===== src/rtl/seq_multiplier_n_if.sv =====
// Operand/result handshake bundle for the shift-add sequential multiplier.
// Both channels use valid/ready: a transfer happens on a rising clk edge
// where valid and ready are both high; the source holds its payload stable
// while valid is high and ready is low.
interface seq_multiplier_n_if #(
   parameter int WIDTH = 8
);
   logic                 in_valid;
   logic                 in_ready;
   logic                 in_signed;
   logic [WIDTH-1:0]     in_a;
   logic [WIDTH-1:0]     in_b;
   logic                 out_valid;
   logic                 out_ready;
   logic [2*WIDTH-1:0]   out_data;
   logic                 busy;

   // Producer of operands and consumer of results
   modport master (
      output in_valid, in_signed, in_a, in_b, out_ready,
      input  in_ready, out_valid, out_data, busy
   );

   // The multiplier itself
   modport slave (
      input  in_valid, in_signed, in_a, in_b, out_ready,
      output in_ready, out_valid, out_data, busy
   );
endinterface


===== src/rtl/seq_multiplier_n.sv =====
// Shift-add sequential multiplier, one partial product per clock.
// Signed mode sign-extends the multiplicand and subtracts the last partial
// product, because the multiplier MSB carries weight -2^(WIDTH-1).
// The state register is exposed on o_dbg_state for checkers.
module seq_multiplier_n #(
   parameter int WIDTH = 8,
   parameter int CNT_W = $clog2(WIDTH+1)
) (
   input  logic               clk,
   input  logic               rst_n,
   seq_multiplier_n_if.slave  io_bus,
   output logic [1:0]         o_dbg_state
);

   typedef enum logic [1:0] {
      S_IDLE = 2'd0,
      S_CALC = 2'd1,
      S_DONE = 2'd2
   } state_t;

   state_t               r_state;
   logic [2*WIDTH-1:0]   r_a;
   logic [WIDTH-1:0]     r_b;
   logic [2*WIDTH-1:0]   r_acc;
   logic [CNT_W-1:0]     r_cnt;
   logic                 r_signed;
   logic                 r_in_ready;
   logic                 r_out_valid;
   logic                 r_busy;
   logic [2*WIDTH-1:0]   r_out_data;

   logic                 w_last;
   logic                 w_sub;
   logic [2*WIDTH-1:0]   w_acc_next;
   logic [2*WIDTH-1:0]   w_a_ext;

   assign w_last  = (r_cnt == CNT_W'(WIDTH-1));
   assign w_sub   = r_signed & w_last;
   assign w_a_ext = io_bus.in_signed ? {{WIDTH{io_bus.in_a[WIDTH-1]}}, io_bus.in_a}
                                     : {{WIDTH{1'b0}}, io_bus.in_a};

   // Next accumulator value for the current iteration
   always_comb begin
      w_acc_next = r_acc;
      if (r_b[0]) begin
         w_acc_next = w_sub ? (r_acc - r_a) : (r_acc + r_a);
      end
   end

   // Control FSM and datapath registers, outputs registered
   always_ff @(posedge clk or negedge rst_n) begin
      if (!rst_n) begin
         r_state     <= S_IDLE;
         r_a         <= '0;
         r_b         <= '0;
         r_acc       <= '0;
         r_cnt       <= '0;
         r_signed    <= 1'b0;
         r_in_ready  <= 1'b1;
         r_out_valid <= 1'b0;
         r_busy      <= 1'b0;
         r_out_data  <= '0;
      end else begin
         case (r_state)
            S_IDLE: begin
               if (io_bus.in_valid && r_in_ready) begin
                  r_a        <= w_a_ext;
                  r_b        <= io_bus.in_b;
                  r_signed   <= io_bus.in_signed;
                  r_acc      <= '0;
                  r_cnt      <= '0;
                  r_state    <= S_CALC;
                  r_in_ready <= 1'b0;
                  r_busy     <= 1'b1;
               end
            end
            S_CALC: begin
               r_acc <= w_acc_next;
               r_a   <= r_a << 1;
               r_b   <= r_b >> 1;
               r_cnt <= r_cnt + CNT_W'(1);
               if (w_last) begin
                  r_state     <= S_DONE;
                  r_out_valid <= 1'b1;
                  r_out_data  <= w_acc_next;
               end
            end
            S_DONE: begin
               // out_data keeps its value after the handoff
               if (io_bus.out_ready) begin
                  r_state     <= S_IDLE;
                  r_out_valid <= 1'b0;
                  r_in_ready  <= 1'b1;
                  r_busy      <= 1'b0;
               end
            end
            default: begin
               r_state     <= S_IDLE;
               r_out_valid <= 1'b0;
               r_in_ready  <= 1'b1;
               r_busy      <= 1'b0;
            end
         endcase
      end
   end

   assign io_bus.in_ready  = r_in_ready;
   assign io_bus.out_valid = r_out_valid;
   assign io_bus.out_data  = r_out_data;
   assign io_bus.busy      = r_busy;
   assign o_dbg_state      = r_state;

endmodule


===== src/flat_wrapper.sv =====
// flat-port wrapper written by rule: the top's interface ports become plain ports
module seq_multiplier_n_flat 
#(
   parameter int WIDTH = 8,
   parameter int CNT_W = $clog2(WIDTH+1)
)
  (clk, rst_n, o_dbg_state, io_bus_in_valid, io_bus_in_signed, io_bus_in_a, io_bus_in_b, io_bus_out_ready, io_bus_in_ready, io_bus_out_valid, io_bus_out_data, io_bus_busy);
  seq_multiplier_n_if #(.WIDTH(WIDTH)) io_bus_i ();
  input  logic clk;
  input  logic rst_n;
  output logic [1:0] o_dbg_state;
  input wire logic [$bits(io_bus_i.in_valid)-1:0] io_bus_in_valid;
  input wire logic [$bits(io_bus_i.in_signed)-1:0] io_bus_in_signed;
  input wire logic [$bits(io_bus_i.in_a)-1:0] io_bus_in_a;
  input wire logic [$bits(io_bus_i.in_b)-1:0] io_bus_in_b;
  input wire logic [$bits(io_bus_i.out_ready)-1:0] io_bus_out_ready;
  output wire logic [$bits(io_bus_i.in_ready)-1:0] io_bus_in_ready;
  output wire logic [$bits(io_bus_i.out_valid)-1:0] io_bus_out_valid;
  output wire logic [$bits(io_bus_i.out_data)-1:0] io_bus_out_data;
  output wire logic [$bits(io_bus_i.busy)-1:0] io_bus_busy;
  assign io_bus_i.in_valid = io_bus_in_valid;
  assign io_bus_i.in_signed = io_bus_in_signed;
  assign io_bus_i.in_a = io_bus_in_a;
  assign io_bus_i.in_b = io_bus_in_b;
  assign io_bus_i.out_ready = io_bus_out_ready;
  assign io_bus_in_ready = io_bus_i.in_ready;
  assign io_bus_out_valid = io_bus_i.out_valid;
  assign io_bus_out_data = io_bus_i.out_data;
  assign io_bus_busy = io_bus_i.busy;
  seq_multiplier_n #(.WIDTH(WIDTH), .CNT_W(CNT_W)) u_core (.clk(clk), .rst_n(rst_n), .io_bus(io_bus_i), .o_dbg_state(o_dbg_state));
endmodule

===== config.mk =====
export PLATFORM = sky130hd
export DESIGN_NAME = seq_multiplier_n_flat
export DESIGN_NICKNAME = d
export VERILOG_FILES = /design/src/rtl/seq_multiplier_n_if.sv /design/src/rtl/seq_multiplier_n.sv /design/src/flat_wrapper.sv
export SDC_FILE = /design/constraint.sdc
export NUM_CORES = 1
export LEC_CHECK = 0
export ABC_AREA = 1
export BUFFER_PORTS_ARGS = -buffer_cell sky130_fd_sc_hd__buf_2
export CAP_MARGIN = 20
export CORE_UTILIZATION = 50
export CTS_CLUSTER_DIAMETER = 80
export DETAILED_ROUTE_END_ITERATION = 12
export PLACE_DENSITY = 0.66
export SLEW_MARGIN = 5
export SYNTH_ARGS = -nofsm -noshare
export SYNTH_HDL_FRONTEND = slang
export SYNTH_SLANG_ARGS = --single-unit
export TNS_END_PERCENT = 50

===== constraint.sdc =====
create_clock -name clk -period 3.75 [get_ports clk]
set_clock_uncertainty 0.15 [all_clocks]
set_input_delay 0.75 -clock clk [delete_from_list [all_inputs] [get_ports clk]]
set_output_delay 0.75 -clock clk [all_outputs]
set_load 0.02 [all_outputs]

==> results of run 1 <==
-- per-layer routing --
| layer | GRT usage | up-vias | part of all wire |
|---|---|---|---|
| met5 | 0 | - | 0 |
| met4 | 0.07682 | 0 | 0.012 |
| met3 | 0.05804 | 11 | 0.050 |
| met2 | 0.4005 | 83 | 0.47 |
| met1 | 0.3299 | 1662 | 0.47 |
| li1 | - | 1793 | - |
-- cell usage in the layout, fill, tap and decap left out, types with 17 or more instances in the layout --
cell type	n
sky130_fd_sc_hd__a21oi_1	20
sky130_fd_sc_hd__buf_2	41
sky130_fd_sc_hd__dfrtp_1	65
sky130_fd_sc_hd__ha_1	17
sky130_fd_sc_hd__inv_1	60
sky130_fd_sc_hd__nand2_1	138
sky130_fd_sc_hd__nand3_1	38
sky130_fd_sc_hd__nor2_1	23
sky130_fd_sc_hd__nor3_1	18
sky130_fd_sc_hd__o21ai_0	22
-- registers in the layout (all words and copies together) (netlist names) --
register / count
u_core.io_bus.busy: 1
u_core.io_bus.in_ready: 1
u_core.io_bus.out_valid: 1
u_core.r_a: 16
u_core.o_dbg_state: 2
u_core.io_bus.out_data: 16
u_core.r_signed: 1
u_core.r_cnt: 4
u_core.r_acc: 16
u_core.r_b: 8
-- area by class of cell --
type,count,area share
multi-input cells,370,0.4526
flip-flops and latches,66,0.3663
inverters,65,0.05408
repair buffers,44,0.05047
clock buffers,10,0.02829
well taps,102,0.02829
clock inverters,6,0.01997
-- metrics by stage --
stage | hold slack [ns] | std cells | worst slack (ns)
floorplan | 0.2922 | 516 | 0.9592
global placement | 0.3031 | 647 | 0.5497
detailed placement | 0.3102 | 647 | 0.5570
CTS | 0.3088 | 663 | 0.5297
global route | 0.3471 | 663 | 0.2150
finish | 0.2928 | 663 | 0.5098
-- cells by family (layout without fill, tap and decap cells) --
kind of cell	Yosys count	in the layout	share of synthesized area
simple gates	248	248	0.2765
compound gates	87	87	0.1344
buf+inv	80	125	0.08576
flops	66	66	0.4090
fa+ha+maj	18	18	0.05758
xor+xnor	17	17	0.03684
-- how the worst max path moves through the flow --
stage | from | end | slack [ns] | depth (start not counted)
floorplan | u_core.r_cnt[0]$_DFFE_PN0P_ | u_core.io_bus.out_data[11]$_DFFE_PN0P_ | 0.96 | 18
global placement | u_core.r_cnt[0]$_DFFE_PN0P_ | u_core.io_bus.out_data[14]$_DFFE_PN0P_ | 0.55 | 18
detailed placement | u_core.r_cnt[0]$_DFFE_PN0P_ | u_core.io_bus.out_data[14]$_DFFE_PN0P_ | 0.56 | 18
CTS | u_core.r_cnt[0]$_DFFE_PN0P_ | u_core.r_acc[14]$_DFFE_PN0P_ | 0.53 | 18
global route | u_core.r_cnt[0]$_DFFE_PN0P_ | u_core.io_bus.out_data[14]$_DFFE_PN0P_ | 0.22 | 18
finish | u_core.r_cnt[0]$_DFFE_PN0P_ | u_core.r_acc[14]$_DFFE_PN0P_ | 0.51 | 18
-- worst reg2reg max path: stages, from the launching register on --
cell and delay (ns):
sky130_fd_sc_hd__dfrtp_1 0.40, sky130_fd_sc_hd__ha_1 0.22, sky130_fd_sc_hd__nand2_1 0.08, sky130_fd_sc_hd__nor2_1 0.05
sky130_fd_sc_hd__nand2_1 0.27, sky130_fd_sc_hd__inv_1 0.17, sky130_fd_sc_hd__a21oi_1 0.17, sky130_fd_sc_hd__xor2_1 0.16
sky130_fd_sc_hd__inv_1 0.06, sky130_fd_sc_hd__ha_1 0.34, sky130_fd_sc_hd__inv_1 0.10, sky130_fd_sc_hd__o21bai_1 0.09
sky130_fd_sc_hd__nor2_1 0.21, sky130_fd_sc_hd__nor2_1 0.07, sky130_fd_sc_hd__nor2_1 0.15, sky130_fd_sc_hd__a21o_1 0.13
sky130_fd_sc_hd__nand3_1 0.11, sky130_fd_sc_hd__nand3_1 0.12, sky130_fd_sc_hd__nand2_1 0.06
==> impl_results.rst, run 1 <==
.. list-table::
   :header-rows: 1

   * - Metric
     - Value
   * - Most instantiated flip-flop cell in the synthesis netlist
     - sky130_fd_sc_hd__dfrtp_1
   * - Antenna violation net count after detailed routing
     - 0
   * - Top Family by Delay on Critical Path
     - simple AND/OR/NAND/NOR gates
   * - Number of warnings issued by yosys
     - 0
   * - Most frequent cells after synthesis
     - sky130_fd_sc_hd__nand2_1 (138), sky130_fd_sc_hd__dfrtp_1 (65), sky130_fd_sc_hd__inv_1 (60)
   * - Final cell utilization of the core
     - 0.5809
   * - Tightest Pin Transition
     - 0.7989 ns
   * - Core footprint
     - 7767 um^2
   * - Depth of the worst register-to-register path
     - 18
   * - Post-CTS resize count
     - 0
   * - Layout filler cell count
     - 735
   * - Routability-driven placement congestion ratio
     - 0.9054
   * - Crit-path slowest cell
     - sky130_fd_sc_hd__dfrtp_1
   * - Number of enable flip-flop cells after synthesis
     - 0
   * - Clock tree from TritonCTS
     - done
   * - Vias per cell
     - 5.353
   * - Worst path max stage delay
     - 0.40 ns
   * - Area after detailed placement
     - 4294 um^2
   * - Area enclosed by the die boundary
     - 8447 um^2
   * - Start-to-end type of the worst setup path
     - flop to flop
   * - Setup TNS Final
     - 0 ns
   * - MaxCap Viol Count
     - 0
   * - Synth Instances
     - 516
   * - Half-perimeter wire length of the detailed placement result
     - 6923 um
   * - Synth top area share
     - 0.4025
   * - Type of destination of the critical path
     - flop
   * - Chain of cells forming the critical path
     - ha_1, nand2_1, nor2_1, nand2_1, inv_1, a21oi_1, xor2_1, inv_1, ha_1, inv_1, o21bai_1, nor2_1, nor2_1, nor2_1, a21o_1, nand3_1, nand3_1, nand2_1
   * - Crit Reg-Reg Startpoint
     - u_core.r_cnt[0]$_DFFE_PN0P_
   * - Critical Path AT
     - 3.33 ns
   * - Count of vias placed by the detailed router
     - 3549
   * - Number of port buffers
     - 41
   * - Share of synthesized area occupied by flip-flops and latches
     - 0.4090
   * - Top-count cell post-synth
     - sky130_fd_sc_hd__nand2_1
   * - Post-Route WL
     - 9373 um
   * - Clock tree buffer depth
     - 2
   * - Area of the mapped netlist
     - 4041 um^2
   * - Final setup violation count
     - 0
   * - Initial antenna violation count
     - 0
   * - Antenna diode count
     - 0
   * - Number of placement rows
     - 32
   * - FF/Latch Area
     - 1653 um^2
   * - Maximum fanout encountered on the critical timing path
     - 12
   * - Reg clk slew, reported paths
     - 0.07 ns
   * - CTS H-tree lvls
     - 3
   * - Area growth from synthesis to final layout
     - 11.64%
   * - Area occupied by multi-input gates
     - 2042 um^2
   * - Clock latency reported for the late side of the worst-skew pair
     - 0.35 ns
   * - Element type at the critical path start
     - flop
   * - Number of unique standard cell types used by synthesis
     - 42
   * - Wire length per cell after detailed routing
     - 14.14 um
   * - Die X-Extent
     - 91.91 um
   * - Maximum clock frequency
     - 308.6 MHz
   * - Relative max-transition margin
     - 0.4674
   * - Pin count of the biggest net entering global routing
     - 39
   * - Portion of the clock cycle consumed by the worst path in the final layout
     - 0.8641
   * - Layout cell share with drive strength beyond 1
     - 0.1604
   * - Net count of the finished layout
     - 595
   * - RSZ-0062 raised after global routing
     - no
   * - Height of the die
     - 91.91 um
   * - Clk sinks
     - 66
   * - Setup slack, reg-to-reg
     - 0.51 ns
   * - GRT Util Overall
     - 0.2479
   * - Fraction of synthesis flops using an asynchronous set or reset pin
     - 1.000
   * - Max-slew violation count
     - 0
   * - Flip-flop and latch count after synthesis
     - 66
   * - Grt ovf
     - 0
   * - Final standard cell area without fillers
     - 4512 um^2
   * - Data required time of the worst path
     - 3.84 ns
   * - Synthesized area divided by synthesized cell count
     - 7.832 um^2
   * - Largest cells by area after synthesis
     - sky130_fd_sc_hd__dfrtp_1 (40%), sky130_fd_sc_hd__nand2_1 (13%), sky130_fd_sc_hd__inv_1 (5.6%)
   * - DRC
     - 0
   * - Number of hold-slack violations in the final timing report
     - 0
   * - Num CTS Buffers
     - 9
   * - Worst path most repeated cell
     - sky130_fd_sc_hd__nor2_1
   * - Class of the tightest hold or removal check
     - input port to asynchronous set/reset pin
   * - Post-CTS Repair Setup Buffers
     - 0
   * - Outcome
     - complete, no violations
   * - Post-cts hold buffer count
     - 0
   * - Ports placed on the boundary
     - 42
   * - Period minus WS final
     - 3.240 ns
   * - Top cell type by total area after synthesis
     - sky130_fd_sc_hd__dfrtp_1
   * - Starting Density
     - 0.5203
   * - Root buffer cell
     - sky130_fd_sc_hd__clkbuf_8
   * - Reg-to-reg endpoint
     - u_core.r_acc[14]$_DFFE_PN0P_
   * - Detailed-routing iteration count for the pre-antenna-repair pass
     - 4
   * - Initial detailed-routing violation count
     - 156
   * - Synthesized Nets
     - 555
   * - Vias in the first global route
     - 3419
   * - Crit path buffers/inverters
     - 3
   * - Wire length of the first global-routing pass
     - 16280 um
Power of run 1 is left out: the tool's default activity adds up to more than one toggle a clock period on the data nets, which glitch-free logic cannot reach.
==> run 2, diff against run 1 <==
--- a/config.mk
+++ b/config.mk
@@ -8,10 +8,11 @@
 export ABC_AREA = 1
 export BUFFER_PORTS_ARGS = -buffer_cell sky130_fd_sc_hd__buf_2
 export CAP_MARGIN = 20
-export CORE_UTILIZATION = 50
+export CORE_UTILIZATION = 59
 export CTS_CLUSTER_DIAMETER = 80
 export DETAILED_ROUTE_END_ITERATION = 12
-export PLACE_DENSITY = 0.66
+export PLACE_DENSITY = 0.77
+export RECOVER_POWER = 25
 export SLEW_MARGIN = 5
 export SYNTH_ARGS = -nofsm -noshare
 export SYNTH_HDL_FRONTEND = slang
==> run 2 against run 1 <==
Compared with the run above:
- the flow now finishes with violations (design-rule violations, max-capacitance violations, max-slew violations)
- setup slack got worse by 0.020 ns
- via count decreased by 0.37%
- sequential cell count unchanged
- first-iteration DRC count increased by 15%
- die area decreased by 15%
- global-route usage increased by 2.9 points
- final cell count decreased by 3.8%
- critical path depth unchanged
- register-to-register slack got worse by 0.02 ns
- design area decreased by 1.4%
- sequential share of layout area increased by 0.54 points
- routed wire length decreased by 3.4%
==> impl_results.rst, run 2 (synthesis gave the netlist of run 1 again) <==
.. list-table::
   :header-rows: 1

   * - Metric
     - Value
   * - Worst hold path depth
     - 2
   * - Initial detailed-routing violation count
     - 179 (+15%)
   * - Layout filler cell count
     - 536 (-27%)
   * - Half-perimeter wire length of the detailed placement result
     - 6704 um (-3.2%)
   * - Relative max-transition margin
     - -0.08270 (-0.5501)
   * - Pin count of the biggest net entering global routing
     - 67 (+72%)
   * - Outcome
     - finished, violations left
   * - Number of port buffers
     - 41 (unchanged)
   * - Element type at the critical path start
     - flop
   * - Number of placement rows
     - 29 (-9.4%)
   * - Antenna diode count
     - 0 (unchanged)
   * - Starting Density
     - 0.6222 (+0.1019)
   * - GRT Util Overall
     - 0.2765 (+0.02869)
   * - Vias in the first global route
     - 3475 (+1.6%)
   * - Grt ovf
     - 0 (unchanged)
   * - Class of the tightest hold or removal check
     - flop to flop
   * - Wire length per cell after detailed routing
     - 14.19 um (+0.36%)
   * - Post-CTS Repair Setup Buffers
     - 0 (unchanged)
   * - Detailed-routing iteration count for the pre-antenna-repair pass
     - 8 (+4)
   * - Post-CTS resize count
     - 0 (unchanged)
   * - RSZ-0062 raised after global routing
     - no
   * - Post-Route WL
     - 9052 um (-3.4%)
   * - Post-cts hold buffer count
     - 0 (unchanged)
   * - Maximum clock frequency
     - 306.7 MHz (-0.61%)
   * - DRC
     - 2 (+2)
   * - Type of destination of the critical path
     - flop
   * - Tightest Pin Transition
     - 1.624 ns (+0.8251 ns)
   * - Clock tree from TritonCTS
     - done
   * - Depth of the worst register-to-register path
     - 18 (unchanged)
   * - Clock latency reported for the late side of the worst-skew pair
     - 0.35 ns (about the same)
   * - Area enclosed by the die boundary
     - 7185 um^2 (-15%)
   * - WHS Endpoint
     - u_core.io_bus.out_data[12]$_DFFE_PN0P_
   * - Final Instance Count excl. Fillers
     - 638 (-3.8%)
   * - Top library cells by usage in the layout, fill and taps aside
     - sky130_fd_sc_hd__nand2_1 (138), sky130_fd_sc_hd__dfrtp_1 (65), sky130_fd_sc_hd__inv_1 (60)
   * - Max-slew violation count
     - 67 (+67)
   * - Clock tree buffer depth
     - 2 (unchanged)
   * - Initial antenna violation count
     - 0 (unchanged)
   * - Final setup violation count
     - 0 (unchanged)
   * - Violations in the final reports
     - design-rule violations, max-capacitance violations, max-slew violations
   * - Final standard cell area without fillers
     - 4447 um^2 (-1.4%)
   * - Num CTS Buffers
     - 9 (unchanged)
   * - Routability-driven placement congestion ratio
     - 0.9294 (+2.7%)
   * - Number of hold-slack violations in the final timing report
     - 0 (unchanged)
   * - Critical Path AT
     - 3.35 ns (+0.02 ns)
   * - Root buffer cell
     - sky130_fd_sc_hd__clkbuf_8
   * - Data required time of the worst path
     - 3.84 ns (about the same)
   * - Count of vias placed by the detailed router
     - 3536 (-0.37%)
   * - MaxCap Viol Count
     - 1 (+1)
   * - Start-to-end type of the worst setup path
     - flop to flop
   * - Antenna violation net count after detailed routing
     - 0 (unchanged)
   * - Area growth from synthesis to final layout
     - 10.03%
   * - Die X-Extent
     - 84.77 um (-7.8%)
   * - CTS H-tree lvls
     - 3 (unchanged)
   * - Vias per cell
     - 5.542 (+3.5%)
   * - Ports placed on the boundary
     - 42 (unchanged)
   * - Portion of the clock cycle consumed by the worst path in the final layout
     - 0.8693 (+0.005265)
   * - Core footprint
     - 6495 um^2 (-16%)
   * - Layout cell share with drive strength beyond 1
     - 0.1586 (-0.001783)
   * - Setup TNS Final
     - 0 ns (unchanged)
   * - Wire length of the first global-routing pass
     - 15610 um (-4.1%)
   * - Net count of the finished layout
     - 595 (unchanged)
   * - Area after detailed placement
     - 4263 um^2 (-0.73%)
   * - Crit Reg-Reg Startpoint
     - u_core.r_cnt[0]$_DFFE_PN0P_
   * - Height of the die
     - 84.77 um (-7.8%)
   * - Setup slack, reg-to-reg
     - 0.49 ns (-0.02 ns)
   * - Placed cell count
     - 622 (-3.9%)
   * - Clk sinks
     - 66 (unchanged)
   * - Reg-to-reg endpoint
     - u_core.io_bus.out_data[14]$_DFFE_PN0P_
   * - Reg clk slew, reported paths
     - 0.07 ns (about the same)
   * - Most common cell after layout, fill and taps aside
     - sky130_fd_sc_hd__nand2_1
   * - Worst Min Path Start
     - u_core.io_bus.out_data[12]$_DFFE_PN0P_
   * - Maximum fanout encountered on the critical timing path
     - 12 (unchanged)
   * - Period minus WS final
     - 3.260 ns (+0.01974 ns)
[run 2: cell count changes in the layout (fill, tap and decap cells not counted)]
cell | previous run | this run
sky130_fd_sc_hd__clkinv_2 | 1 | 2
sky130_fd_sc_hd__buf_4 | 3 | 2
sky130_fd_sc_hd__bufinv_16 | 2 | 1
sky130_fd_sc_hd__inv_6 | 1 | 0
sky130_fd_sc_hd__clkinv_4 | 1 | 0
sky130_fd_sc_hd__clkbuf_2 | 0 | 1
sky130_fd_sc_hd__clkinvlp_4 | 1 | 2
sky130_fd_sc_hd__clkbuf_1 | 1 | 2
[run 2: worst max-delay path by stage]
stage                                      from                                     end  slack, ns  depth (start not counted)
floorplan           u_core.r_cnt[0]$_DFFE_PN0P_  u_core.io_bus.out_data[11]$_DFFE_PN0P_       0.96                         18
global placement    u_core.r_cnt[0]$_DFFE_PN0P_  u_core.io_bus.out_data[14]$_DFFE_PN0P_       0.60                         18
detailed placement  u_core.r_cnt[0]$_DFFE_PN0P_  u_core.io_bus.out_data[14]$_DFFE_PN0P_       0.51                         18
CTS                 u_core.r_cnt[0]$_DFFE_PN0P_  u_core.io_bus.out_data[14]$_DFFE_PN0P_       0.50                         18
global route        u_core.r_cnt[0]$_DFFE_PN0P_            u_core.r_acc[14]$_DFFE_PN0P_       0.18                         18
finish              u_core.r_cnt[0]$_DFFE_PN0P_  u_core.io_bus.out_data[14]$_DFFE_PN0P_       0.49                         18
[run 2: final cells by class]
cell class	count	area (um^2)	share of cell area
clock inverter	5	55.05	0.01238
inverter	65	244.0	0.05487
clock buffer	11	131.4	0.02954
multi-input combinational	370	2042	0.4592
sequential	66	1653	0.3717
tap	77	96.34	0.02167
timing repair buffer	44	225.2	0.05065
[run 2: per-layer routing]
metal	GRT usage	vias to the layer above	part of all wire
li1	-	1782	-
met1	0.3594	1649	0.48
met2	0.4523	89	0.46
met3	0.04818	16	0.037
met4	0.1279	0	0.021
met5	0	-	0
[run 2: worst max-delay path: stages, from the launching register on]
cell	delay, ns
sky130_fd_sc_hd__dfrtp_1	0.41
sky130_fd_sc_hd__ha_1	0.22
sky130_fd_sc_hd__nand2_1	0.09
sky130_fd_sc_hd__nor2_1	0.05
sky130_fd_sc_hd__nand2_1	0.27
sky130_fd_sc_hd__inv_1	0.17
sky130_fd_sc_hd__a21oi_1	0.17
sky130_fd_sc_hd__xor2_1	0.16
sky130_fd_sc_hd__inv_1	0.05
sky130_fd_sc_hd__ha_1	0.33
sky130_fd_sc_hd__inv_1	0.10
sky130_fd_sc_hd__o21bai_1	0.11
sky130_fd_sc_hd__nor2_1	0.21
sky130_fd_sc_hd__nor2_1	0.07
sky130_fd_sc_hd__nor2_1	0.15
sky130_fd_sc_hd__a21o_1	0.13
sky130_fd_sc_hd__nand3_1	0.12
sky130_fd_sc_hd__nand3_1	0.13
sky130_fd_sc_hd__nand2_1	0.06
[run 2: metrics by stage]
step           setup WS, ns    util  hold slack (ns)
2_1_floorplan        0.9592       -           0.2922
3_3_place_gp         0.5995  0.6563           0.3039
3_5_place_dp         0.5110  0.6563           0.3102
4_1_cts              0.4978  0.6850           0.3285
5_1_grt              0.1841  0.6846           0.3542
6_report             0.4900  0.6846           0.3255
Power of run 2 is left out for the same reason.
